===== src/rtl/data_mem_arbiter_if.sv =====
// -----------------------------------------------------------------------------
// data_mem_arbiter_if
// Bundles both requester ports and the data-memory port of data_mem_arbiter.
//
// Handshake: a requester raises rN_req with addr/we/size/signed/wdata stable
// and keeps them stable until it sees rN_ack. rN_ack is a single-cycle pulse.
// rN_err and rN_rdata are meaningful only in that cycle. After the ack the
// requester may drop rN_req or present a new request on the next cycle.
//
// Signals (N = 0 CPU load/store port, N = 1 DMA port):
//   rN_req/rN_addr/rN_we/rN_size/rN_signed/rN_wdata  requester -> arbiter
//   rN_ack/rN_err/rN_rdata                           arbiter -> requester
//   mem_addr/mem_wdata/mem_wren                       arbiter -> memory
//   mem_rdata                                         memory -> arbiter (async)
// Modports: master = requesters plus memory side, slave = the arbiter.
// -----------------------------------------------------------------------------
interface data_mem_arbiter_if;
    logic        r0_req;
    logic [31:0] r0_addr;
    logic        r0_we;
    logic [1:0]  r0_size;
    logic        r0_signed;
    logic [31:0] r0_wdata;
    logic        r0_ack;
    logic        r0_err;
    logic [31:0] r0_rdata;

    logic        r1_req;
    logic [31:0] r1_addr;
    logic        r1_we;
    logic [1:0]  r1_size;
    logic        r1_signed;
    logic [31:0] r1_wdata;
    logic        r1_ack;
    logic        r1_err;
    logic [31:0] r1_rdata;

    logic [31:0] mem_addr;
    logic [31:0] mem_wdata;
    logic [3:0]  mem_wren;
    logic [31:0] mem_rdata;

    modport master (
        output r0_req, r0_addr, r0_we, r0_size, r0_signed, r0_wdata,
        input  r0_ack, r0_err, r0_rdata,
        output r1_req, r1_addr, r1_we, r1_size, r1_signed, r1_wdata,
        input  r1_ack, r1_err, r1_rdata,
        input  mem_addr, mem_wdata, mem_wren,
        output mem_rdata
    );

    modport slave (
        input  r0_req, r0_addr, r0_we, r0_size, r0_signed, r0_wdata,
        output r0_ack, r0_err, r0_rdata,
        input  r1_req, r1_addr, r1_we, r1_size, r1_signed, r1_wdata,
        output r1_ack, r1_err, r1_rdata,
        output mem_addr, mem_wdata, mem_wren,
        input  mem_rdata
    );
endinterface


===== src/rtl/data_mem_arbiter.sv =====
// -----------------------------------------------------------------------------
// data_mem_arbiter
// Two-requester front end for a byte-laned 32-bit data memory with
// combinational read and posedge byte-lane write. Picks one of the CPU port
// (r0) and DMA port (r1), turns byte/half/word accesses into a word address,
// lane enables and lane-positioned write data, and aligns/extends read data.
//
// Optional feature: define MEM_ARB_MISALIGN_SPLIT_EN to perform misaligned
// half/word accesses as two word cycles (ACC_HI). Without it a misaligned
// access is answered with err=1 and never reaches memory.
//
// Parameters:
//   PRIO_FIXED   0 = round-robin on simultaneous requests, 1 = r0 always wins
// Ports:
//   clk          clock, all state on posedge
//   rst_n        asynchronous active-low reset
//   bus_if       data_mem_arbiter_if.slave (requester ports + memory port)
//   dbg_state_o  current FSM state (0 IDLE, 1 ACC_LO, 2 ACC_HI, 3 RESP)
// -----------------------------------------------------------------------------
module data_mem_arbiter #(
    parameter bit PRIO_FIXED = 1'b0
) (
    input  logic              clk,
    input  logic              rst_n,
    data_mem_arbiter_if.slave bus_if,
    output logic [1:0]        dbg_state_o
);

`ifdef MEM_ARB_MISALIGN_SPLIT_EN
    localparam int SPAN = 2;
`else
    localparam int SPAN = 1;
`endif
    localparam bit SPLIT = (SPAN == 2);
    localparam int LMW   = 4 * SPAN;    // lane mask width over the words touched
    localparam int DW    = 32 * SPAN;   // data width over the words touched

    typedef enum logic [1:0] {
        IDLE   = 2'd0,
        ACC_LO = 2'd1,
        ACC_HI = 2'd2,
        RESP   = 2'd3
    } state_e;

    state_e      state_q;
    logic        last_q;        // 1 = r1 was granted most recently
    logic [1:0]  ack_q;         // one-hot per port, high only in RESP
    logic        err_q;
    logic [31:0] rdata_q;
    logic [31:0] mem_addr_q;
    logic [31:0] mem_wdata_q;
    logic [3:0]  mem_wren_q;
    logic        we_q;
    logic [1:0]  size_q;
    logic [1:0]  off_q;
    logic        sgn_q;
`ifdef MEM_ARB_MISALIGN_SPLIT_EN
    logic [29:0] word_hi_q;     // next word index, wraps mod 2^30
    logic [3:0]  mask_hi_q;     // nonzero exactly when the access crosses a word
    logic [31:0] wdata_hi_q;
    logic [31:0] lo_q;
`endif

    // Request selection and lane decode for the access seen in IDLE
    logic           grant_r1;
    logic [31:0]    sel_addr;
    logic [31:0]    sel_wdata;
    logic           sel_we;
    logic           sel_sgn;
    logic [1:0]     sel_size;
    logic [1:0]     sel_off;
    logic [3:0]     base;
    logic [LMW-1:0] lane_mask;
    logic [DW-1:0]  wdata_pos;
    logic           misaligned;
    logic           reject;

    always_comb begin
        if (bus_if.r0_req && bus_if.r1_req) begin
            grant_r1 = PRIO_FIXED ? 1'b0 : ~last_q;
        end else begin
            grant_r1 = bus_if.r1_req;
        end
        sel_addr  = grant_r1 ? bus_if.r1_addr   : bus_if.r0_addr;
        sel_wdata = grant_r1 ? bus_if.r1_wdata  : bus_if.r0_wdata;
        sel_we    = grant_r1 ? bus_if.r1_we     : bus_if.r0_we;
        sel_sgn   = grant_r1 ? bus_if.r1_signed : bus_if.r0_signed;
        sel_size  = grant_r1 ? bus_if.r1_size   : bus_if.r0_size;
        sel_off   = sel_addr[1:0];
        case (sel_size)
            2'b00:   base = 4'h1;
            2'b01:   base = 4'h3;
            default: base = 4'hF;
        endcase
        lane_mask  = LMW'(base) << sel_off;
        wdata_pos  = DW'(sel_wdata) << {sel_off, 3'b000};
        misaligned = ((sel_size == 2'b10) && (sel_off != 2'b00)) ||
                     ((sel_size == 2'b01) && (sel_off == 2'b11));
        reject     = (sel_size == 2'b11) | (misaligned & ~SPLIT);
    end

    // Shift the captured word(s) down by the byte offset, then extend.
    function automatic logic [31:0] load_fmt(input logic [DW-1:0] raw,
                                             input logic [1:0]    off,
                                             input logic [1:0]    size,
                                             input logic          sgn);
        logic [31:0] d;
        d = 32'(raw >> {off, 3'b000});
        case (size)
            2'b00:   load_fmt = {{24{sgn & d[7]}}, d[7:0]};
            2'b01:   load_fmt = {{16{sgn & d[15]}}, d[15:0]};
            default: load_fmt = d;
        endcase
    endfunction

    always_ff @(posedge clk or negedge rst_n) begin
        if (!rst_n) begin
            state_q     <= IDLE;
            last_q      <= 1'b1;
            ack_q       <= 2'b00;
            err_q       <= 1'b0;
            rdata_q     <= 32'h0;
            mem_addr_q  <= 32'h0;
            mem_wdata_q <= 32'h0;
            mem_wren_q  <= 4'h0;
            we_q        <= 1'b0;
            size_q      <= 2'b00;
            off_q       <= 2'b00;
            sgn_q       <= 1'b0;
`ifdef MEM_ARB_MISALIGN_SPLIT_EN
            word_hi_q   <= 30'h0;
            mask_hi_q   <= 4'h0;
            wdata_hi_q  <= 32'h0;
            lo_q        <= 32'h0;
`endif
        end else begin
            case (state_q)
                IDLE: begin
                    if (bus_if.r0_req || bus_if.r1_req) begin
                        last_q <= grant_r1;
                        we_q   <= sel_we;
                        size_q <= sel_size;
                        off_q  <= sel_off;
                        sgn_q  <= sel_sgn;
`ifdef MEM_ARB_MISALIGN_SPLIT_EN
                        word_hi_q  <= sel_addr[31:2] + 30'd1;
                        mask_hi_q  <= lane_mask[7:4];
                        wdata_hi_q <= wdata_pos[63:32];
`endif
                        if (reject) begin
                            // No memory cycle: answer directly with an error.
                            ack_q   <= grant_r1 ? 2'b10 : 2'b01;
                            err_q   <= 1'b1;
                            rdata_q <= 32'h0;
                            state_q <= RESP;
                        end else begin
                            mem_addr_q  <= {sel_addr[31:2], 2'b00};
                            mem_wdata_q <= wdata_pos[31:0];
                            mem_wren_q  <= sel_we ? lane_mask[3:0] : 4'h0;
                            state_q     <= ACC_LO;
                        end
                    end
                end
                ACC_LO: begin
`ifdef MEM_ARB_MISALIGN_SPLIT_EN
                    if (mask_hi_q != 4'h0) begin
                        lo_q        <= bus_if.mem_rdata;
                        mem_addr_q  <= {word_hi_q, 2'b00};
                        mem_wdata_q <= wdata_hi_q;
                        mem_wren_q  <= we_q ? mask_hi_q : 4'h0;
                        state_q     <= ACC_HI;
                    end else
`endif
                    begin
                        mem_wren_q <= 4'h0;
                        ack_q      <= last_q ? 2'b10 : 2'b01;
                        err_q      <= 1'b0;
                        rdata_q    <= we_q ? 32'h0
                                           : load_fmt(DW'(bus_if.mem_rdata), off_q, size_q, sgn_q);
                        state_q    <= RESP;
                    end
                end
`ifdef MEM_ARB_MISALIGN_SPLIT_EN
                ACC_HI: begin
                    mem_wren_q <= 4'h0;
                    ack_q      <= last_q ? 2'b10 : 2'b01;
                    err_q      <= 1'b0;
                    rdata_q    <= we_q ? 32'h0
                                       : load_fmt({bus_if.mem_rdata, lo_q}, off_q, size_q, sgn_q);
                    state_q    <= RESP;
                end
`endif
                RESP: begin
                    ack_q   <= 2'b00;
                    err_q   <= 1'b0;
                    rdata_q <= 32'h0;
                    state_q <= IDLE;
                end
                default: begin
                    mem_wren_q <= 4'h0;
                    state_q    <= IDLE;
                end
            endcase
        end
    end

    assign bus_if.r0_ack   = ack_q[0];
    assign bus_if.r1_ack   = ack_q[1];
    assign bus_if.r0_err   = ack_q[0] & err_q;
    assign bus_if.r1_err   = ack_q[1] & err_q;
    assign bus_if.r0_rdata = {32{ack_q[0]}} & rdata_q;
    assign bus_if.r1_rdata = {32{ack_q[1]}} & rdata_q;
    assign bus_if.mem_addr  = mem_addr_q;
    assign bus_if.mem_wdata = mem_wdata_q;
    assign bus_if.mem_wren  = mem_wren_q;
    assign dbg_state_o      = state_q;

endmodule


===== src/flat_wrapper.sv =====
// flat-port wrapper written by rule: the top's interface ports become plain ports
module data_mem_arbiter_flat 
#(
    parameter bit PRIO_FIXED = 1'b0
)
  (clk, rst_n, dbg_state_o, bus_if_r0_req, bus_if_r0_addr, bus_if_r0_we, bus_if_r0_size, bus_if_r0_signed, bus_if_r0_wdata, bus_if_r0_ack, bus_if_r0_err, bus_if_r0_rdata, bus_if_r1_req, bus_if_r1_addr, bus_if_r1_we, bus_if_r1_size, bus_if_r1_signed, bus_if_r1_wdata, bus_if_r1_ack, bus_if_r1_err, bus_if_r1_rdata, bus_if_mem_addr, bus_if_mem_wdata, bus_if_mem_wren, bus_if_mem_rdata);
  data_mem_arbiter_if bus_if_i ();
  input  logic clk;
  input  logic rst_n;
  output logic [1:0] dbg_state_o;
  input wire logic [$bits(bus_if_i.r0_req)-1:0] bus_if_r0_req;
  input wire logic [$bits(bus_if_i.r0_addr)-1:0] bus_if_r0_addr;
  input wire logic [$bits(bus_if_i.r0_we)-1:0] bus_if_r0_we;
  input wire logic [$bits(bus_if_i.r0_size)-1:0] bus_if_r0_size;
  input wire logic [$bits(bus_if_i.r0_signed)-1:0] bus_if_r0_signed;
  input wire logic [$bits(bus_if_i.r0_wdata)-1:0] bus_if_r0_wdata;
  output wire logic [$bits(bus_if_i.r0_ack)-1:0] bus_if_r0_ack;
  output wire logic [$bits(bus_if_i.r0_err)-1:0] bus_if_r0_err;
  output wire logic [$bits(bus_if_i.r0_rdata)-1:0] bus_if_r0_rdata;
  input wire logic [$bits(bus_if_i.r1_req)-1:0] bus_if_r1_req;
  input wire logic [$bits(bus_if_i.r1_addr)-1:0] bus_if_r1_addr;
  input wire logic [$bits(bus_if_i.r1_we)-1:0] bus_if_r1_we;
  input wire logic [$bits(bus_if_i.r1_size)-1:0] bus_if_r1_size;
  input wire logic [$bits(bus_if_i.r1_signed)-1:0] bus_if_r1_signed;
  input wire logic [$bits(bus_if_i.r1_wdata)-1:0] bus_if_r1_wdata;
  output wire logic [$bits(bus_if_i.r1_ack)-1:0] bus_if_r1_ack;
  output wire logic [$bits(bus_if_i.r1_err)-1:0] bus_if_r1_err;
  output wire logic [$bits(bus_if_i.r1_rdata)-1:0] bus_if_r1_rdata;
  output wire logic [$bits(bus_if_i.mem_addr)-1:0] bus_if_mem_addr;
  output wire logic [$bits(bus_if_i.mem_wdata)-1:0] bus_if_mem_wdata;
  output wire logic [$bits(bus_if_i.mem_wren)-1:0] bus_if_mem_wren;
  input wire logic [$bits(bus_if_i.mem_rdata)-1:0] bus_if_mem_rdata;
  assign bus_if_i.r0_req = bus_if_r0_req;
  assign bus_if_i.r0_addr = bus_if_r0_addr;
  assign bus_if_i.r0_we = bus_if_r0_we;
  assign bus_if_i.r0_size = bus_if_r0_size;
  assign bus_if_i.r0_signed = bus_if_r0_signed;
  assign bus_if_i.r0_wdata = bus_if_r0_wdata;
  assign bus_if_r0_ack = bus_if_i.r0_ack;
  assign bus_if_r0_err = bus_if_i.r0_err;
  assign bus_if_r0_rdata = bus_if_i.r0_rdata;
  assign bus_if_i.r1_req = bus_if_r1_req;
  assign bus_if_i.r1_addr = bus_if_r1_addr;
  assign bus_if_i.r1_we = bus_if_r1_we;
  assign bus_if_i.r1_size = bus_if_r1_size;
  assign bus_if_i.r1_signed = bus_if_r1_signed;
  assign bus_if_i.r1_wdata = bus_if_r1_wdata;
  assign bus_if_r1_ack = bus_if_i.r1_ack;
  assign bus_if_r1_err = bus_if_i.r1_err;
  assign bus_if_r1_rdata = bus_if_i.r1_rdata;
  assign bus_if_mem_addr = bus_if_i.mem_addr;
  assign bus_if_mem_wdata = bus_if_i.mem_wdata;
  assign bus_if_mem_wren = bus_if_i.mem_wren;
  assign bus_if_i.mem_rdata = bus_if_mem_rdata;
  data_mem_arbiter #(.PRIO_FIXED(PRIO_FIXED)) u_core (.clk(clk), .rst_n(rst_n), .bus_if(bus_if_i), .dbg_state_o(dbg_state_o));
endmodule

===== config.mk =====
export PLATFORM = sky130hd
export DESIGN_NAME = data_mem_arbiter_flat
export DESIGN_NICKNAME = d
export VERILOG_FILES = /design/src/rtl/data_mem_arbiter_if.sv /design/src/rtl/data_mem_arbiter.sv /design/src/flat_wrapper.sv
export SDC_FILE = /design/constraint.sdc
export NUM_CORES = 1
export LEC_CHECK = 0
export CAP_MARGIN = 15
export CORE_ASPECT_RATIO = 1.1
export CORE_MARGIN = 3
export CORE_UTILIZATION = 35
export DETAILED_ROUTE_END_ITERATION = 12
export PLACE_DENSITY = 0.74
export SLEW_MARGIN = 10
export SYNTH_ARGS = -nofsm -noshare
export SYNTH_HDL_FRONTEND = slang
export SYNTH_SLANG_ARGS = --single-unit

===== constraint.sdc =====
create_clock -name clk -period 2.05 [get_ports clk]
set_input_delay 0.615 -clock clk [delete_from_list [all_inputs] [get_ports clk]]
set_output_delay 0.615 -clock clk [all_outputs]
set_load 0.01 [all_outputs]

==> results.json <==
{
  "clkLatencyLatePin_ns": 0.36,
  "design.core.area_mm2": 0.01793,
  "final-hold-violation-count": 0,
  "whs_ns": 0.1838,
  "synth_edf_count": 0,
  "vias": 7030,
  "syn_inst": 736,
  "ys_warn_count": 0,
  "dieWidth_um": 135.7,
  "synth.area.top_cells": "dfrtp_1 42%, mux2i_1 9.6%, nand2_1 8.9%",
  "rr_worst_depth": 5,
  "initial_core_util_pct": 36.12,
  "dpl.hpwl_mm": 20.30,
  "slew_violations": 0,
  "wire_per_inst_um": 19.88,
  "drc": 0,
  "ioPinCount": 310,
  "status": "finished, final reports clean",
  "met1_usage_pct": 29.65,
  "busiest_layer": "met2",
  "ir_drop_uv": 593.1,
  "ys.flop_type": "dfrtp_1",
  "cp.arrival_ns": 2.26,
  "skew_ns": 0.01097,
  "rsz0062_at_grt": "yes",
  "cp_top_family": "simple AND/OR/NAND/NOR gates",
  "drt_iter0_drc": 428,
  "die_area_mm2": 0.02017,
  "end_kind": "register",
  "drive_gt1_share_pct": 17.33,
  "routed_wl_mm": 26.40,
  "synth-seq-cells": 110,
  "finalSetupViolCount": 0,
  "htreeDepth": 3,
  "clk_pin_slew_worst_paths_ns": 0.08,
  "fp.dieH_um": 148.7,
  "final_common_cell": "clkdlybuf4s50_1",
  "grt_pass1_vias": 6853,
  "yosys.area.top_type": "dfrtp_1",
  "grt_use_total_pct": 25.21,
  "r2r_slack_ns": 0.02,
  "critPathSlowestCell": "dfstp_2",
  "drtAntennaViolNets": 0,
  "finish.utilization_pct": 59.24,
  "mostFrequentLayoutCells": "226 x clkdlybuf4s50_1, 153 x nand2_1, 107 x dfrtp_1",
  "async_reset_ff_share_pct": 100.0,
  "placed_area_mm2": 0.01029,
  "critPathLaunchType": "register",
  "path_cells": "a21bo_4 -> a221oi_4 -> or4_4 -> nor2b_4 -> a221o_1",
  "rows": 51,
  "antenna_found_initial": 8,
  "postLayoutCellArea_mm2": 0.01062,
  "dp_cells": 1295,
  "instances_no_fill": 1328,
  "cts_tree": "built",
  "drt_first_pass_iters": 5,
  "cp_max_fo": 7,
  "nets": 1252,
  "grtUsageMet2_pct": 43.08,
  "r2r_start": "u_core.last_q$_DFFE_PN1P_",
  "portBuffers": 307,
  "gp_congestion": 0.9461,
  "cts_sinks": 110,
  "max_freq_ghz": 0.4928,
  "synthDistinctLibCells": 46,
  "syn_area_mm2": 0.006476,
  "worstReg2RegEnd": "u_core.rdata_q[25]$_DFFE_PN0P_",
  "synth-seq-area-share_pct": 42.52,
  "vias_per_cell": 5.294,
  "layout_setup_ws_ns": 0.02073,
  "cts_inserted_buffers": 9,
  "p_per_area_mw_per_mm2": 1131,
  "crit_required_ns": 2.28,
  "use_met3_pct": 9.438,
  "fin_crit_ns": 2.029,
  "cp_num_buf_inv": 0,
  "crit_type": "reg2reg",
  "p_leak_nw": 4.954,
  "synth_top_area_share_pct": 42.12,
  "syn_area_per_cell_um2": 8.799,
  "cts_hold_buf": 0,
  "dp_slack_ns": -0.8753,
  "critPathMaxStageDelay_ns": 0.58,
  "power_mw": 12.01,
  "cts_buffer_depth": 2,
  "area_growth_pct": 64.03,
  "grt_max_degree": 56,
  "hold_class": "in2async",
  "maxCapViolCount": 0,
  "fin_tns_setup_ns": 0,
  "grt_overflow_total": 0,
  "period_share_pct": 98.99,
  "grt_pass1_wl_mm": 38.77,
  "cts-root-buf": "clkbuf_16"
}
## cell type report
type / instances / area [um2]
Fill cell: 1640 / 7308
Timing Repair Buffer: 394 / 3654
Multi-Input combinational cell: 563 / 3563
Sequential cell: 110 / 2756
Tap cell: 238 / 297.8
Clock buffer: 10 / 239.0
Clock inverter: 6 / 92.59
Antenna cell: 5 / 12.51
Inverter: 2 / 7.507
## cells by family (layout without fill, tap and decap cells)
| group | Yosys count | in the layout | synth area share [%] |
|---|---|---|---|
| compound gates | 169 | 169 | 18.01 |
| buf+inv | 66 | 412 | 4.637 |
| flops | 110 | 110 | 42.52 |
| mux | 83 | 83 | 13.41 |
| other cells | 1 | 7 | 0.05790 |
| simple gates | 307 | 309 | 21.37 |
## worst max-delay path by stage
| stage | from | to | slack [ns] | depth (start not counted) |
|---|---|---|---|---|
| after floorplan | bus_if_r1_req | u_core.rdata_q[27]$_DFFE_PN0P_ | -0.30 | 9 |
| after global placement | bus_if_r0_addr[1] | u_core.rdata_q[13]$_DFFE_PN0P_ | -0.84 | 7 |
| after detailed placement | bus_if_r0_addr[1] | u_core.rdata_q[8]$_DFFE_PN0P_ | -0.88 | 7 |
| after CTS | u_core.ack_q[1]$_DFFE_PN0P_ | bus_if_r1_rdata[12] | 0.00009 | 4 |
| after global routing | u_core.last_q$_DFFE_PN1P_ | u_core.bus_if.mem_wren[3]$_DFFE_PN0P_ | -0.02 | 6 |
| final | u_core.last_q$_DFFE_PN1P_ | u_core.rdata_q[25]$_DFFE_PN0P_ | 0.02 | 5 |
## timing repair
action | CTS | global route
setup endpoints to repair | 169 | 57
gates resized for setup | 175 | 28
setup buffers | 5 | 4
pin swaps | 7 | 8
cloned | 3 | 0
## state kept, by name (all words and copies together) (netlist names)
| signal | count |
|---|---|
| u_core.sgn_q | 1 |
| u_core.bus_if.mem_wren | 4 |
| u_core.bus_if.mem_wdata | 32 |
| u_core.bus_if.mem_addr | 30 |
| u_core.dbg_state_o | 2 |
| u_core.we_q | 1 |
| u_core.rdata_q | 32 |
| u_core.size_q | 2 |
| u_core.ack_q | 2 |
| u_core.err_q | 1 |
| u_core.last_q | 1 |
| u_core.off_q | 2 |
## power breakdown
group	leakage, nW	internal [mW]	switching [mW]
Clock	0.155	1.11	0.867
Sequential	1.37	3.07	0.674
Combinational	3.43	3.27	3.02
Total	4.95	7.46	4.56
## synth_stat cells, types with 10 or more instances
cell      count
mux2_2       20
o21ai_0      29
and2_1       67
mux2i_1      62
buf_1        10
dfrtp_1     109
a221o_1      16
clkbuf_1     33
a31oi_1      39
a21oi_1      27
nor2_1       65
buf_2        15
nand2_1     153
## routing by layer
layer	up-vias	routed length (um)
li1	3275	-
met1	3312	10060
met2	373	12680
met3	60	2881
met4	10	714
met5	-	62
(Power assumes the default switching activity.)
